[src/rtl/uart_pkg.sv]
// Shared UART definitions used by the TX scheduler and the baud-tick divider.
// Contents:
//   state_t   - frame sequencer states (IDLE, START, DATA, PARITY, STOP)
//   CLK_HZ    - system clock frequency
//   BAUD_9600 - default line rate
//   UART_BITS - data bits per frame
//   baud_div  - clk_in cycles per bit for a given clock and baud rate
package uart_pkg;

  typedef enum logic [2:0] {
    IDLE,
    START,
    DATA,
    PARITY,
    STOP
  } state_t;

  localparam int CLK_HZ    = 50_000_000;
  localparam int BAUD_9600 = 9600;
  localparam int UART_BITS = 8;

  function automatic int baud_div(input int clk, input int baud);
    return clk / baud;
  endfunction

endpackage

[src/rtl/uart_baud_tick.sv]
// Bit-period divider. The counter runs 0..DIV-1, and tick is high for the one
// cycle the counter sits at DIV-1. Holding clr parks the counter at 0, so the
// first tick after clr drops arrives exactly DIV cycles later.
// Ports:
//   clk_in - system clock
//   rst_n  - synchronous active-low reset
//   clr    - synchronous clear, holds the counter at 0
//   tick   - one-cycle pulse marking the end of a bit period
module uart_baud_tick #(
  parameter int DIV = 5208
) (
  input  logic clk_in,
  input  logic rst_n,
  input  logic clr,
  output logic tick
);

  localparam int W = (DIV > 1) ? $clog2(DIV) : 1;
  localparam logic [W-1:0] LAST = W'(DIV - 1);

  logic [W-1:0] cnt;

  always_ff @(posedge clk_in) begin
    if (!rst_n || clr) begin
      cnt <= '0;
    end else if (cnt == LAST) begin
      cnt <= '0;
    end else begin
      cnt <= cnt + W'(1);
    end
  end

  assign tick = (cnt == LAST);

endmodule

[src/rtl/uart_tx_sched.sv]
// Round-robin scheduler that shares one UART TX line between N_REQ byte
// requesters and serialises each granted byte as start + 8 data (LSB first)
// + optional even parity + STOP_BITS stop bits. All bit timing comes from a
// baud divider that is held cleared while idle, so every frame starts with
// a full-length start bit.
// Optional build macro: UART_TX_SCHED_PARITY_EN adds an even-parity bit
// between data bit 7 and the stop bit(s).
// Ports:
//   clk_in - system clock
//   rst_n  - synchronous active-low reset (aborts any frame in progress)
//   req    - per-requester byte-ready levels
//   data   - requester i's byte in data[8i+7:8i]
//   gnt    - one-hot, one-cycle pulse when a byte is captured
//   tx     - serial line, idle high
//   busy   - high while a frame is in progress
//   cur_id - requester being (or last) transmitted
module uart_tx_sched
  import uart_pkg::*;
#(
  parameter int N_REQ     = 2,
  parameter int BAUD_DIV  = baud_div(CLK_HZ, BAUD_9600),
  parameter int STOP_BITS = 1
) (
  input  logic                       clk_in,
  input  logic                       rst_n,
  input  logic [N_REQ-1:0]           req,
  input  logic [8*N_REQ-1:0]         data,
  output logic [N_REQ-1:0]           gnt,
  output logic                       tx,
  output logic                       busy,
  output logic [$clog2(N_REQ)-1:0]   cur_id
);

  localparam int ID_W = $clog2(N_REQ);

  state_t              state;
  logic [ID_W-1:0]     last;
  logic [ID_W-1:0]     sel;
  logic [ID_W-1:0]     cand;
  logic                found;
  logic [7:0]          sel_byte;
  logic [7:0]          shift;
  logic [2:0]          bit_idx;
  logic                stop_cnt;
  logic                tick;
`ifdef UART_TX_SCHED_PARITY_EN
  logic                par_bit;
`endif

  // Divider only runs while a frame is being sent.
  uart_baud_tick #(.DIV(BAUD_DIV)) u_tick (
    .clk_in (clk_in),
    .rst_n  (rst_n),
    .clr    (state == IDLE),
    .tick   (tick)
  );

  // Round-robin pick: first set req bit searching upward from last+1.
  // NOTE: every always_comb output gets a default before the loop so no latch is inferred.
  always_comb begin
    sel   = last;
    cand  = last;
    found = 1'b0;
    for (int k = 1; k <= N_REQ; k++) begin
      cand = ID_W'((int'(last) + k) % N_REQ);
      if (!found && req[cand]) begin
        sel   = cand;
        found = 1'b1;
      end
    end
  end

  always_comb begin
    sel_byte = data[7:0];
    for (int i = 0; i < N_REQ; i++) begin
      if (sel == ID_W'(i)) sel_byte = data[i*8 +: 8];
    end
  end

  // NOTE: sequential state uses non-blocking assignments only, so every register sees pre-edge values.
  always_ff @(posedge clk_in) begin
    if (!rst_n) begin
      state    <= IDLE;
      last     <= ID_W'(N_REQ - 1);
      gnt      <= '0;
      tx       <= 1'b1;
      busy     <= 1'b0;
      cur_id   <= '0;
      shift    <= '0;
      bit_idx  <= '0;
      stop_cnt <= 1'b0;
`ifdef UART_TX_SCHED_PARITY_EN
      par_bit  <= 1'b0;
`endif
    end else begin
      gnt <= '0;
      case (state)
        IDLE: begin
          if (|req) begin
            gnt     <= N_REQ'(1) << sel;
            shift   <= sel_byte;
            cur_id  <= sel;
            last    <= sel;
            busy    <= 1'b1;
            tx      <= 1'b0;
            state   <= START;
`ifdef UART_TX_SCHED_PARITY_EN
            par_bit <= ^sel_byte;
`endif
          end
        end
        START: begin
          if (tick) begin
            tx      <= shift[0];
            bit_idx <= '0;
            state   <= DATA;
          end
        end
        DATA: begin
          if (tick) begin
            if (bit_idx != 3'(UART_BITS - 1)) begin
              // shift[1] is the bit that lands in shift[0] after this shift.
              shift   <= shift >> 1;
              tx      <= shift[1];
              bit_idx <= bit_idx + 3'd1;
            end else begin
`ifdef UART_TX_SCHED_PARITY_EN
              tx       <= par_bit;
              state    <= PARITY;
`else
              tx       <= 1'b1;
              stop_cnt <= 1'b0;
              state    <= STOP;
`endif
            end
          end
        end
`ifdef UART_TX_SCHED_PARITY_EN
        PARITY: begin
          if (tick) begin
            tx       <= 1'b1;
            stop_cnt <= 1'b0;
            state    <= STOP;
          end
        end
`endif
        STOP: begin
          if (tick) begin
            if (stop_cnt == 1'(STOP_BITS - 1)) begin
              busy  <= 1'b0;
              state <= IDLE;
            end else begin
              stop_cnt <= stop_cnt + 1'b1;
            end
          end
        end
        default: state <= IDLE;
      endcase
    end
  end

endmodule

[config.mk]
export PLATFORM = sky130hd
export DESIGN_NAME = uart_tx_sched
export DESIGN_NICKNAME = d
export VERILOG_FILES = /design/src/rtl/uart_pkg.sv /design/src/rtl/uart_baud_tick.sv /design/src/rtl/uart_tx_sched.sv
export SDC_FILE = /design/constraint.sdc
export NUM_CORES = 1
export LEC_CHECK = 0
export ABC_AREA = 1
export CAP_MARGIN = 20
export CORE_MARGIN = 2
export CORE_UTILIZATION = 50
export CTS_BUF_LIST = sky130_fd_sc_hd__clkbuf_8
export DETAILED_ROUTE_END_ITERATION = 16
export PLACE_DENSITY = 0.73
export SLEW_MARGIN = 0
export SYNTH_ARGS = -nofsm -noshare
export SYNTH_HDL_FRONTEND = slang
export SYNTH_SLANG_ARGS = --single-unit
[constraint.sdc]
create_clock -name clk_in -period 2.63 [get_ports clk_in]
set_clock_uncertainty 0.2 [all_clocks]
set_input_delay 0.789 -clock clk_in [delete_from_list [all_inputs] [get_ports clk_in]]
set_output_delay 0.789 -clock clk_in [all_outputs]
set_load 0.05 [all_outputs]
### Yosys cells after proc, flatten, opt, wreduce, memory -nomap -nowiden

Cells that the tools add are included.

* logic and storage cells: 87
* output and inout bits: 5
* register bits: 34

* order comparisons: 2
* reduce and logical (&&, ||, !) cells: 20
* multiplexer cells: 37
* equal/unequal tests: 12
* shift operators: 1
* add/subtract/negate cells: 5

Operator list (number)
* 8-bit 2-to-1 mux: 4
* 3-bit 2-to-1 mux: 9
* 4-bit AND reduction: 5
* 1-bit 2-to-1 mux: 18
* 8-bit case mux with 2 select lines: 1
* 2-bit inequality test (second input constant): 7
* 13-bit by 1-bit adder with 13-bit output (second input constant): 1
* 13-bit equality test (second input constant): 1
* 3-bit case mux with 4 select lines: 1
* 2-bit nonzero test: 4
* 3-bit case mux with 2 select lines: 1
* 6-bit AND reduction: 1
* 1-bit by 2-bit < comparator with 1-bit output (second input constant): 2
* 1-bit case mux with 2 select lines: 2
* 2-bit OR reduction: 2
* 1-bit adder (second input constant): 3
* 3-bit by 1-bit adder with 3-bit output (second input constant): 1
* 3-bit by 1-bit equality test with 1-bit output (second input constant): 1
* 3-bit by 2-bit equality test with 1-bit output (second input constant): 1
* 3-bit equality test (second input constant): 1
* 3-bit logical NOT: 1
* 3-bit inequality test (second input constant): 1
* 1-bit case mux with 3 select lines: 1
* 3-bit AND reduction: 1
* other kinds (6): 7

### Depth between registers and ports, before layout

* depth after elaboration: 10
* mapped depth: 10
* mapped depth without buffers: 9

### By module

From an unflattened synthesis, not the netlist that was laid out.

* cell total of the unflattened synthesis: 269
* area, all modules: 1819.2 sq um

By module, submodules not included
* uart_tx_sched: seq. area each 400.4 sq um, area each 1126.1 sq um, times used 1, cells an instance 174
* uart_baud_tick: seq. area each 260.2 sq um, area each 693.2 sq um, times used 1, cells an instance 95

### Least setup slack after synthesis

OpenSTA, ideal clock, no wires.

* path kind: input to register
* start point: in req[1]
* end point: reg shift[0]
* cell stages on the path: 8
* buffers on the path: 1
* path slack: 0.859 ns
* data required time: 2.317 ns
* arrival: 1.459 ns
* cell sequence: nor2_1 nor2_2 inv_2 nand2_2 nand2_2 buf_6 nor2_1 nor2_1

* word-level cells in the longest chain between the ends: 9
* elaborated cells between the ends (all ways): 15

RTL lines
* from (decl): line uart_tx_sched.sv:26 `input logic [N_REQ-1:0] req,`
* 1-bit 2-to-1 mux (not written as such) (2 in a row): line uart_tx_sched.sv:66 `if (!found && req[cand]) begin`
* 1-bit 2-to-1 mux: line uart_tx_sched.sv:66
* 1-bit logical NOT: line uart_tx_sched.sv:66
* 1-bit logical AND: line uart_tx_sched.sv:66
* 1-bit 2-to-1 mux: line uart_tx_sched.sv:66
* 8-bit 2-to-1 mux: line uart_tx_sched.sv:76 `if (sel == ID_W'(i)) sel_byte = data[i*8 +: 8];`
* 8-bit 2-to-1 mux: line uart_tx_sched.sv:99 `if (|req) begin`
* 8-bit case mux with 2 select lines: line uart_tx_sched.sv:97 `case (state)`
* to (signal assigned): line uart_tx_sched.sv:101 `shift <= sel_byte;`
* to (signal assigned): line uart_tx_sched.sv:123 `shift <= shift >> 1;`
* to (decl): line uart_tx_sched.sv:42 `logic [7:0] shift;`

Several ways; a longest one is shown, not always the timed one. The select of a mux whose other input is x is not followed.
A chain may end at the register's enable or synchronous reset.

### Worst setup path in the final report

* start point: reg busy
* end point: out busy

RTL lines
* from (decl): line uart_tx_sched.sv:30 `output logic busy,`
* from (signal assigned): line uart_tx_sched.sv:87 `busy <= 1'b0;`
* from (signal assigned): line uart_tx_sched.sv:104 `busy <= 1'b1;`
* from (signal assigned): line uart_tx_sched.sv:150 `busy <= 1'b0;`

No word-level cell between the ends.

==> impl_summary.log <==
[metrics] outcome: finished, final reports clean
[metrics] post-CTS clock slew at the launch and capture registers of the worst setup and hold paths: 70 ps
[metrics] global router's overall resource usage: around 21%
[metrics] Root Driver: sky130_fd_sc_hd__clkbuf_8
[metrics] net count of the mapped netlist: between 300 and 400
[metrics] number of buffers inserted during clock tree synthesis: 5
[metrics] Chip Height: 63.86 um
[metrics] area fraction in and, or, nand and nor cells after synthesis: about two fifths
[metrics] Total Negative Setup Slacks: 0 ps
[metrics] H-Tree Level Count: 2
[metrics] cell count after placement: 353
[metrics] Finished Core Util: roughly 64%
[metrics] port buffer count: 24
[metrics] Antenna Violating Nets Remaining: 0
[metrics] first-pass GRT wire length: a little under 7000 um
[metrics] Worst path max stage delay: ~800 ps
[metrics] minimum clock period: 2438 ps
[metrics] largest fanout on the critical path: 2
[metrics] register area share after synthesis: approximately 37%
[metrics] worst supply voltage drop on vdd: between 0.6 and 0.7 mV
[metrics] Pre-antenna DRT Iters: 5
[metrics] Synth Area in Adders: between 2 and 2.5%
[metrics] switching power as a share of total power: a little over two fifths
[metrics] crit path cell chain: clkdlybuf4s50_1
[metrics] Crit Path Class: reg2out
[metrics] relative area change from synthesis to final layout: 21.72%
[metrics] kind of launch point of the worst setup path: flip-flop
[metrics] Max Root-Sink Buffers: 2
[metrics] netlist area before placement: between 1500 and 2000 um^2
[metrics] FF-to-FF setup slack: ~730 ps
[metrics] Placeable Area: about 3400 um^2
[metrics] DIE WIDTH: 63.86 um
[metrics] Hold Buf Count CTS: 0
[metrics] routed via count divided by cell count: about 4.8
[metrics] CTS resizes: 0
[metrics] area enclosed by the die boundary: 4078 um^2
[metrics] post-placement setup slack: 255.8 ps
[metrics] total length of routed wires: slightly below 4000 um
[metrics] post-CTS repair timing setup buffer count: 0
[metrics] met3 Track Usage GR: roughly 5.5%
[metrics] distinct cell type count after synthesis: 23
[metrics] number of register bits inferred by synthesis: 33
[metrics] sequential share of power: 31.6%
[metrics] initial antenna violation count: 0
[metrics] CP required: around 1600 ps
[metrics] drt first-iter violations: between 70 and 80
[metrics] largest family of logic cells by synthesized area: simple AND/OR/NAND/NOR gates
[metrics] clock network fraction of design power: a little over a fifth
[metrics] global-route track usage on met2: approximately two fifths
[metrics] WL per Instance: 10.66 um
[metrics] cell count of the worst reg-to-reg path: 9
[metrics] Detail Placement HPWL: just under 3000 um
[metrics] # nets final: about 340
[metrics] maximum number of pins on one net before global-route repair: 18
[metrics] met1 track demand over resource in global routing: approximately 25%
[metrics] actual slew at the worst max-slew pin: about 510 ps
[metrics] gate family responsible for the most delay along the worst path: buffers and inverters
[metrics] switching pwr: 0.0009766 W
[metrics] Antenna Diode Count: 0
[metrics] Worst Setup End Kind: output port
[metrics] total overflow reported by the global router: 0
[metrics] area of all placed cells without fillers: 2181 um^2
[metrics] Min-Delay Path Class: reg2reg
[metrics] area after detailed placement: 2064 um^2
[metrics] Most Used Layer, Global Route: met2
[metrics] Reg-to-Reg End: shift[1]
[metrics] via count of the first global-routing pass: between 1500 and 2000
[metrics] Hold Startpoint: u_tick.cnt[0]
[metrics] portion of netlist area occupied by mux cells: 0%
[metrics] worst reg2reg path startpoint: u_tick.cnt[0]
[metrics] number of cells on the worst hold path: 1
[metrics] count of final max-slew check failures: 0
[metrics] endpoints failing setup: 0
[metrics] Worst Hold Path EP: u_tick.cnt[0]
[metrics] post-route fraction of the period consumed by the critical path: between 90% and 100%
[metrics] total number of yosys warnings: 0
[metrics] number of failing hold endpoints at the final stage: 0
[metrics] cell internal power dissipation: roughly 0.0013 W
[metrics] Clock Sink Count: 33
[metrics] tightest slew margin relative to the limit: 66.20%
[metrics] max-cap viol count: 0
[metrics] RSZ-0062 raised after global routing: no
[metrics] areal power density over the cells: between 1000 and 1500 nW/um^2
[metrics] Data arrival, critical path: between 1000 and 1500 ps
[metrics] average size of a mapped cell: 6.243 um^2
[metrics] number of buffer and inverter instances along the worst setup path: 1
[metrics] cell with the largest stage delay on the worst path: sky130_fd_sc_hd__clkdlybuf4s50_1
[metrics] number of placed I/O pins: 25
[metrics] TritonCTS clock tree: yes
[metrics] vias after detailed routing: between 1500 and 2000
[metrics] XOR/XNOR share of the synthesized area: approximately 1.5%
[metrics] routability congestion estimate: between 0.7 and 0.8
[metrics] clock insertion delay at the later pin of the skew report: between 200 and 300 ps
[metrics] Leakage Power: 1.035 nW
[metrics] std cell rows: 21
[metrics] synthesized-area fraction occupied by ao, oa, aoi and oai cells: under 10%
[metrics] combinational cell fraction of total power: 47.6%
[metrics] maximum clock frequency: 410.1 MHz
[metrics] ratio of cells with drive above 1 in the final layout: ~5.4%
[metrics] final routed DRC violation total: 0
[metrics] final cell count without fillers: 361
[metrics] cells after synthesis: 287
[metrics] Initial Utilization: between 50% and 60%
[metrics] final worst-path setup slack: about 190 ps
## stage by stage
stage | total power, W | hold WS, ps
floorplan | 0.001608 | 217.5
global placement | 0.001805 | 232.4
detailed placement | 0.001820 | 241.4
CTS | 0.002318 | 257.5
global route | 0.002530 | 296.4
finish | 0.002299 | 253.0
## routing by layer
metal	wire length, um	vias to the layer above
met5	0	-
met4	14	0
met3	121	2
met2	1974	22
met1	1739	772
li1	-	940
## power groups by stage
stage	Sequential (W)	Combinational, W	Clock (W)
2_1_floorplan	0.000804	0.000804	0
3_3_place_gp	0.000732	0.00107	0
3_5_place_dp	0.000733	0.00109	0
4_1_cts	0.000723	0.00110	0.000493
5_1_grt	0.000740	0.00128	0.000512
6_report	0.000725	0.00109	0.000479
## cells in the mapped netlist
library cell	n	area, um^2
sky130_fd_sc_hd__nand2_1	87	326.6
sky130_fd_sc_hd__inv_1	45	168.9
sky130_fd_sc_hd__nor2_1	42	157.7
sky130_fd_sc_hd__dfxtp_1	33	660.6
sky130_fd_sc_hd__nand3_1	26	130.1
sky130_fd_sc_hd__a21oi_1	12	60.06
sky130_fd_sc_hd__o21ai_0	9	45.04
sky130_fd_sc_hd__nor3_1	5	25.02
sky130_fd_sc_hd__nand2_2	4	25.02
sky130_fd_sc_hd__ha_1	3	37.54
sky130_fd_sc_hd__nand4_1	3	18.77
sky130_fd_sc_hd__nor3b_1	3	22.52
sky130_fd_sc_hd__buf_2	2	10.01
sky130_fd_sc_hd__buf_4	2	15.01
sky130_fd_sc_hd__o211ai_1	2	15.01
sky130_fd_sc_hd__xor2_1	2	17.52
sky130_fd_sc_hd__buf_6	1	11.26
sky130_fd_sc_hd__clkbuf_1	1	3.750
sky130_fd_sc_hd__inv_2	1	3.750
sky130_fd_sc_hd__nor2_2	1	6.260
sky130_fd_sc_hd__nor3_4	1	16.27
sky130_fd_sc_hd__or2_2	1	6.260
sky130_fd_sc_hd__xnor2_1	1	8.760
## state kept, by name, summed over array words and instances, names as in the netlist
| register | cells |
|---|---|
| u_tick.cnt | 13 |
| shift | 8 |
| bit_idx | 3 |
| state | 3 |
| gnt | 2 |
| busy | 1 |
| cur_id | 1 |
| last | 1 |
| tx | 1 |
## final cells by class
cell class / count / area (um^2)
fillers: 313 / 1209
multi-input cells: 202 / 918.4
flip-flops and latches: 33 / 660.6
repair buffers: 26 / 255.2
inverters: 46 / 172.7
clock buffers: 6 / 82.58
well taps: 46 / 57.56
clock inverters: 2 / 33.78
## worst max-delay path by stage
stage	start	to	slack, ps	cells past startpoint
after detailed placement	req[0]	shift[3]	260	8
after global placement	req[0]	shift[3]	280	8
final	busy	busy	190	1
after CTS	busy	busy	170	1
after global routing	busy	busy	160	1
after floorplan	req[1]	shift[0]	860	8
## placed cells by master, fill, tap and decap left out
master and n:
sky130_fd_sc_hd__dfxtp_1 33, sky130_fd_sc_hd__nor3_1 5, sky130_fd_sc_hd__clkbuf_8 6, sky130_fd_sc_hd__bufinv_16 1
sky130_fd_sc_hd__buf_4 2, sky130_fd_sc_hd__xor2_1 2, sky130_fd_sc_hd__o211ai_1 2, sky130_fd_sc_hd__o21ai_0 9
sky130_fd_sc_hd__nor3b_1 3, sky130_fd_sc_hd__nor2_2 1, sky130_fd_sc_hd__ha_1 3, sky130_fd_sc_hd__xnor2_1 1
sky130_fd_sc_hd__inv_2 1, sky130_fd_sc_hd__or2_2 1, sky130_fd_sc_hd__inv_1 46, sky130_fd_sc_hd__nor2_1 42
sky130_fd_sc_hd__nand2_2 4, sky130_fd_sc_hd__nand2_1 87, sky130_fd_sc_hd__nand4_1 3, sky130_fd_sc_hd__nor3_4 1
sky130_fd_sc_hd__clkdlybuf4s50_1 24, sky130_fd_sc_hd__a21oi_1 12, sky130_fd_sc_hd__nand3_1 26
## kinds of logic after synthesis
family	Yosys count
AOI/OAI and AO/OA	23
xor gates and xnor gates	3
adders and majority gates	3
buffers and inverters	52
DFF	33
and+or+nand+nor	173
Note: power is estimated with default switching activity, not from simulation.
